`src/rtl/result_display_seq.sv`:
```
// Display sequencer: waits for a full result matrix in the FIFO, then shows
// each element for a dwell period with a blank gap, popping one per element.
module result_display_seq #(
    parameter int width_p        = 8,
    parameter int num_elems_p    = 4,
    parameter int dwell_cycles_p = 60_000_000,
    parameter int blank_cycles_p = 1_200_000
) (
    input  logic                           clk_i,
    input  logic                           reset_i,
    input  logic                           full_i,
    input  logic                           valid_i,
    input  logic [width_p-1:0]             data_i,
    input  logic                           skip_i,
    output logic                           yumi_o,
    output logic [width_p-1:0]             data_o,
    output logic [$clog2(num_elems_p):0]   index_o,
    output logic                           display_o,
    output logic                           blank_o,
    output logic                           done_o
);

    localparam int max_cyc_lp =
        (dwell_cycles_p > blank_cycles_p) ? dwell_cycles_p : blank_cycles_p;
    localparam int cnt_w_lp = $clog2(max_cyc_lp);
    localparam int idx_w_lp = $clog2(num_elems_p) + 1;

    typedef enum logic [1:0] {
        idle_s,
        show_s,
        gap_s
    } state_e;

    state_e                state;
    logic [cnt_w_lp-1:0]   cnt;
    logic                  terminal;
    logic                  last;
    logic                  gap_end;

    // One counter serves both dwell and gap; it is reloaded on every state entry.
    assign terminal = (state == show_s) &
                      ((cnt == cnt_w_lp'(dwell_cycles_p - 1)) | skip_i);
    assign gap_end  = (cnt == cnt_w_lp'(blank_cycles_p - 1));
    assign last     = (index_o == idx_w_lp'(num_elems_p - 1));
    assign yumi_o   = terminal & valid_i & ~reset_i;

    always_ff @(posedge clk_i) begin
        if (reset_i) begin
            state     <= idle_s;
            cnt       <= '0;
            data_o    <= '0;
            index_o   <= '0;
            display_o <= 1'b0;
            blank_o   <= 1'b1;
            done_o    <= 1'b0;
        end else begin
            done_o <= 1'b0;
            unique case (state)
                idle_s: begin
                    if (full_i && valid_i) begin
                        state     <= show_s;
                        data_o    <= data_i;
                        index_o   <= '0;
                        cnt       <= '0;
                        display_o <= 1'b1;
                        blank_o   <= 1'b0;
                    end
                end
                show_s: begin
                    if (terminal) begin
                        cnt     <= '0;
                        blank_o <= 1'b1;
                        if (valid_i && !last) begin
                            state <= gap_s;
                        end else begin
                            // A head that vanished mid-dwell ends the run silently.
                            state     <= idle_s;
                            display_o <= 1'b0;
                            done_o    <= valid_i;
                        end
                    end else begin
                        cnt <= cnt + 1'b1;
                    end
                end
                gap_s: begin
                    if (gap_end) begin
                        cnt <= '0;
                        if (valid_i) begin
                            state   <= show_s;
                            data_o  <= data_i;
                            index_o <= index_o + 1'b1;
                            blank_o <= 1'b0;
                        end else begin
                            state     <= idle_s;
                            display_o <= 1'b0;
                        end
                    end else begin
                        cnt <= cnt + 1'b1;
                    end
                end
                default: state <= idle_s;
            endcase
        end
    end

endmodule

```
`config.mk`:
```
export PLATFORM = sky130hd
export DESIGN_NAME = result_display_seq
export DESIGN_NICKNAME = d
export VERILOG_FILES = /design/src/rtl/result_display_seq.sv
export SDC_FILE = /design/constraint.sdc
export NUM_CORES = 1
export LEC_CHECK = 0
export ABC_CLOCK_PERIOD_IN_PS = 4900
export BUFFER_PORTS_ARGS = -buffer_cell sky130_fd_sc_hd__clkbuf_2
export CAP_MARGIN = 0
export CORE_MARGIN = 3
export CORE_UTILIZATION = 62
export DETAILED_ROUTE_END_ITERATION = 8
export PLACE_DENSITY_LB_ADDON = 0.1
export RECOVER_POWER = 25
export SLEW_MARGIN = 20
export SYNTH_ARGS = -nofsm -noshare
export SYNTH_HDL_FRONTEND = slang
export SYNTH_SLANG_ARGS = --single-unit
```
`constraint.sdc`:
```
create_clock -name clk_i -period 4.9 [get_ports clk_i]
set_input_delay 0.98 -clock clk_i [delete_from_list [all_inputs] [get_ports clk_i]]
set_output_delay 0.98 -clock clk_i [all_outputs]
set_load 0.02 [all_outputs]
```
==> flow_metrics.tcl, run 1 <==
set metrics [dict create \
    crit_start "cnt[8]$_SDFFE_PP0P_" \
    holdCritStartpoint "display_o$_SDFFE_PP0P_" \
    htree_levels 2 \
    ys_ff_latch 42 \
    seqCellArea_um2 841 \
    synth_common_cells "42 x dfxtp_1, 22 x nor3_1, 22 x o21ai_0, 18 x a21oi_1, 17 x nand3_1" \
    max_stage_delay_ps 680 \
    rrSetupSlack_ps 2180 \
    cts_sinks 42 \
    hp-class "reg2reg" \
    drv_cap 0 \
    grt_remaining_overflow 0 \
    yosysTopAreaCell "dfxtp_1" \
    fin_crit_sh_pct 66.6 \
    syn_inst 280 \
    antenna_found_initial 0 \
    synth_area_leaders "dfxtp_1 36%, nor3_1 4.8%, o21ai_0 4.8%" \
    fin_setup_tns_ps 0 \
    finClkSkew_ps 3.17 \
    cp.depth 5 \
    n_antenna_cell 0 \
    finalSetupViolations 0 \
    multiInputGateArea_um2 1370 \
    post_drt_wl_per_cell_um 15.8 \
    max_clock_freq_mhz 306 \
    maxSlewViolCount 0 \
    placed_area_um2 2460 \
    cts_buffer_depth 2 \
    drt-total-wl_um 5510 \
    p_total_mw 0.914 \
    cts_root_buf "clkbuf_8" \
    drc 0 \
    core_area_um2 3470 \
    crit_type "reg2out" \
    crit_buf_inv 1 \
    yosys_warnings 0 \
    yosys_most_used_dff "dfxtp_1" \
    io_pins 28 \
    rows 21 \
    postRouteAntennaNets 0 \
    worst-r2r-cell-count 5 \
    fin_ws_ps 1640 \
    clkLatencyLatePin_ps 300 \
    avgViaCountPerCell 6.31 \
    cts_tree "done" \
    pre_cts_ws_ps 1990 \
    reg2reg_to "state[1]$_SDFFE_PP0P_" \
    post-cts-setup-buffer-count 0 \
    vdd_ir_drop_max_uv 218 \
    holdWs_ps 477 \
    syn_nets 300 \
    hold_violations 0 \
    worst_setup_path_end_kind "output port" \
    clk_pin_slew_ps 80 \
    fin_area_um2 2550 \
    io_buffers 27 \
    crit_required_ps 3920 \
    p_leak_nw 0.844 \
    crit_fanout 5 \
    synth_edf_count 0 \
    syn_area_um2 2310 \
    fp.dieArea_um2 4500 \
    slew_headroom_pct 38.2 \
    synth.top_cell.area_share_pct 36.4 \
    power_density_nw_per_um2 358 \
    nFillCells 283 \
    fin_crit_ps 3260 \
    die_h_um 67.1 \
    initial_core_util_pct 66.6 \
    rsz0062_at_grt "no" \
    crit_chain "or4b_2 > nor4_1 > a21oi_1 > nor2_1 > clkbuf_2" \
    cp_top_family "simple AND/OR/NAND/NOR gates" \
    nets 322 \
    drive_above_1_share_pct 10.6 \
    yosysSeqAreaShare_pct 36.4 \
    reg2reg_from "cnt[8]$_SDFFE_PP0P_" \
    grt.total_usage_pct 26.8 \
    grt_pass1_vias 1965 \
    critPathSlowestCell "or4b_2" \
    start_kind "flop" \
    cts_hold_repair.buffers 0 \
    vias 2203 \
    grt_pass1_wl_um 9230 \
    ys_async_sr_fraction_pct 0 \
    cts_buffers 5 \
    drt_iter0_drc 350 \
    synth_most_common_cell "dfxtp_1" \
    avgSynthCellArea_um2 8.25 \
    synthDistinctLibCells 47 \
    cp.arrival_ps 2280 \
    cts_resized 0 \
    worst_slew_pin_slew_ps 927 \
    dieWidth_um 67.1 \
    grt_max_degree 52 \
    hpwl_um 3870 \
    first_pass_iters 4 \
    syn_to_final_growth_pct 10.6 \
    worstHoldEndpoint "display_o$_SDFFE_PP0P_" \
    status "finished clean" \
    place_congestion 0.874 \
    min_path_cells 2 \
]
## cell type report
type | count | share of cell area (%)
Clock inverter | 2 | 1.47
Timing Repair Buffer | 30 | 5.48
Tap cell | 46 | 2.25
Inverter | 9 | 1.32
Multi-Input combinational cell | 214 | 53.7
Clock buffer | 6 | 2.84
Sequential cell | 42 | 32.9
## metrics by stage
| step | utilization, % | cells |
|---|---|---|
| after floorplan | - | 280 |
| after global placement | 70.8 | 341 |
| after detailed placement | 70.8 | 341 |
| after CTS | 74.0 | 349 |
| after global routing | 73.7 | 349 |
| final | 73.7 | 349 |
## logic make-up (layout without fill, tap and decap cells)
logic type	Yosys count	count (layout)	synth area share (%)
xor+xnor	15	15	5.69
buf+inv	24	47	4.49
flops	42	42	36.4
mux	2	2	0.920
fa+ha+maj	7	7	3.79
compound gates	63	63	17.2
simple gates	127	127	31.5
## metal layers
| metal | routed length, um | global-route usage [%] | part of all wire, % |
|---|---|---|---|
| met2 | 2380 | 37.8 | 43 |
| met3 | 409 | 6.07 | 7.4 |
| met4 | 71 | 7.85 | 1.3 |
| met5 | 0 | 0 | 0 |
| met1 | 2640 | 40.0 | 48 |
## report_power, final
part | leakage [nW] | switching, mW | internal, mW
Combinational | 0.453 | 0.184 | 0.0787
Clock | 0.0514 | 0.123 | 0.152
Sequential | 0.340 | 0.0123 | 0.364
## worst max-delay path by stage
stage,slack [ps],endpoint
global route,1550,yumi_o
floorplan,2120,yumi_o
finish,1640,yumi_o
CTS,1640,yumi_o
detailed placement,1990,yumi_o
global placement,2030,yumi_o
## worst min-delay path, cell delays in order, from the launching register on
cell	delay, ps
dfxtp_1	320
o31ai_1	60
a21oi_1	60
## layout by cell type (no fill, tap or decap), types with 3 or more instances in the layout
| cell type | n |
|---|---|
| nor4b_1 | 6 |
| nand3_1 | 17 |
| nand2_1 | 12 |
| a211oi_1 | 4 |
| nand2b_1 | 9 |
| nor2_1 | 16 |
| xnor2_1 | 6 |
| buf_4 | 3 |
| clkbuf_1 | 15 |
| ha_1 | 7 |
| o21ai_0 | 22 |
| and3_1 | 5 |
| xor2_1 | 9 |
| a21oi_1 | 18 |
| o221ai_1 | 7 |
| or4_1 | 4 |
| nor4_1 | 5 |
| dfxtp_1 | 42 |
| or3_1 | 3 |
| nor3_1 | 22 |
| nand4_1 | 13 |
| clkbuf_2 | 13 |
| inv_1 | 9 |
| clkbuf_8 | 5 |
## flip-flops by register name, summed over array words and instances, names as in the netlist
signal	flops
blank_o	1
cnt	26
data_o	8
display_o	1
done_o	1
index_o	3
state	2
No activity file was read; power rests on OpenSTA's default activity.
==> inputs of run 2 (changes only) <==
- ABC_CLOCK_PERIOD_IN_PS: 4900 -> 2860
- CORE_UTILIZATION: 62 -> 52
- clock period: 4.9 -> 2.86 ns (I/O delays scaled with it)
==> run 2 against run 1 <==
Critical path depth is the same. Sequential cell count stayed put. Die area up 17%. Worst hold slack is essentially flat. Core utilization down 11 points. Count of clock-buffer cells in the layout rose by 1. Sequential power up 71%. Highest routed layer unchanged. Combinational power rose by 86%. First-iteration DRC count is 47% lower. Setup slack worse by 1500 ps. Sequential share of layout area is 0.40 points lower. Critical endpoint unchanged.
==> flow_metrics.tcl, run 2 (synthesis results as in run 1) <==
set metrics [dict create \
    status "finished clean" \
    hp-class "reg2reg" \
    clk_pin_slew_ps 80 \
    crit_chain "or4b_2 > nor4_2 > a21oi_1 > nor2_1 > clkbuf_2" \
    vias 2231 \
    layout_common_cells "42 x dfxtp_1, 22 x nor3_1, 22 x o21ai_0" \
    fin_util_pct 62.4 \
    worst-r2r-cell-count 5 \
    syn_to_final_growth_pct 11.9 \
    cts_hold_repair.buffers 0 \
    top_regs "cnt x26, data_o x8, index_o x3" \
    fin_crit_sh_pct 96.9 \
    seqCellArea_um2 841 \
    crit_type "reg2out" \
    maxSlewViolCount 0 \
    drc 0 \
    clkLatencyLatePin_ps 290 \
    placed_area_um2 2510 \
    reg2reg_to "state[1]$_SDFFE_PP0P_" \
    worstHoldEndpoint "display_o$_SDFFE_PP0P_" \
    place_congestion 0.925 \
    power_density_nw_per_um2 590 \
    antenna_found_initial 0 \
    nFillCells 384 \
    start_kind "flop" \
    max_clock_freq_mhz 361 \
    multiInputGateArea_um2 1370 \
    largest_reg_flops 26 \
    grt_max_degree 52 \
    post-cts-setup-buffer-count 0 \
    min_path_cells 2 \
    dp_cells 351 \
    met2_length_um 2520 \
    drv_cap 0 \
    fin_setup_tns_ps 0 \
    max_stage_delay_ps 690 \
    hold_violations 0 \
    grt_pass1_vias 1985 \
    critPathSlowestCell "or4b_2" \
    drt-total-wl_um 5660 \
    rsz0062_at_grt "no" \
    cts_sinks 42 \
    slew_headroom_pct 27.3 \
    regMostFlops "cnt" \
    cp.arrival_ps 2200 \
    fp.dieArea_um2 5280 \
    fin_area_um2 2590 \
    wl_met1_um 2720 \
    io_buffers 27 \
    cts_root_buf "clkbuf_8" \
    final_cell_count_no_fill 359 \
    rows 23 \
    htree_levels 2 \
    reg2reg_from "cnt[14]$_SDFFE_PP0P_" \
    highest_layer "met4" \
    final_common_cell "dfxtp_1" \
    initial_core_util_pct 55.8 \
    dr_wl_met3_um 324 \
    drive_above_1_share_pct 12.3 \
    crit_fanout 5 \
    cts_buffer_depth 2 \
    holdCritStartpoint "display_o$_SDFFE_PP0P_" \
    worst_slew_pin_slew_ps 1080 \
    grt_pass1_wl_um 9450 \
    worst_setup_path_end_kind "output port" \
    avgViaCountPerCell 6.21 \
    rrSetupSlack_ps 330 \
    grt.total_usage_pct 22.2 \
    first_pass_iters 5 \
    die_h_um 72.7 \
    grt_remaining_overflow 0 \
    core_area_um2 4140 \
    nets 328 \
    hpwl_um 3880 \
    cts_tree "done" \
    io_pins 28 \
    post_drt_wl_per_cell_um 15.8 \
    crit_required_ps 2290 \
    drt_iter0_drc 184 \
    cts_buffers 5 \
    dieWidth_um 72.7 \
    finClkSkew_ps 8.41 \
    fin_crit_ps 2770 \
    p_leak_nw 0.870 \
    vdd_ir_drop_max_uv 410 \
    postRouteAntennaNets 0 \
    p_total_mw 1.53 \
    finalSetupViolations 0 \
    n_antenna_cell 0 \
]
-- run 2: cell count changes in the layout (fill, tap and decap cells not counted), sizes merged --
cell / delta
buf: +6
bufinv: -1
clkbuf: +1
clkinv: +1
clkinvlp: -1
-- run 2: area by class of cell --
class | instances | share of cell area, %
multi-input combinational | 214 | 53.1
sequential | 42 | 32.5
timing repair buffer | 36 | 7.16
clock buffer | 7 | 3.34
tap | 50 | 2.42
inverter | 9 | 1.31
clock inverter | 1 | 0.194
-- run 2: worst max path at each step --
stage	from	endpoint	slack, ps	cells after the start
global placement	cnt[8]$_SDFFE_PP0P_	yumi_o	350	5
finish	cnt[8]$_SDFFE_PP0P_	yumi_o	90	5
floorplan	cnt[8]$_SDFFE_PP0P_	yumi_o	480	4
global route	cnt[8]$_SDFFE_PP0P_	yumi_o	0.02	5
CTS	cnt[8]$_SDFFE_PP0P_	yumi_o	110	5
detailed placement	cnt[8]$_SDFFE_PP0P_	yumi_o	310	5
-- run 2: critical path, delay by kind of cell, from the launching register on --
kind	cells	cell delay [ps]
buffers and inverters	1	170
flip-flops	1	360
AO/OA/AOI/OAI	1	170
AND/OR/NAND/NOR	3	1200
-- run 2: per-layer routing --
metal	vias to the layer above	global-route usage, %
met1	1045	32.9
met2	81	31.9
met3	8	4.82
li1	1097	-
met4	0	6.97
met5	-	0
-- run 2: through the flow --
| step | setup WS, ps | hold slack, ps |
|---|---|---|
| 2_1_floorplan | 485 | 458 |
| 4_1_cts | 111 | 478 |
| 3_3_place_gp | 348 | 461 |
| 6_report | 88.3 | 477 |
| 5_1_grt | 0.0231 | 503 |
| 3_5_place_dp | 307 | 467 |
-- run 2: repair_timing --
action | 4_1_cts | 5_1_grt
endpoints found under the setup margin | 1 | 0
endpoints found under the hold margin | 0 | 0
resized for setup | 1 | 0
-- run 2: power breakdown --
group,switching [mW],internal [mW]
combinational,0.326,0.162
clock,0.199,0.195
sequential,0.0201,0.624
total,0.545,0.981
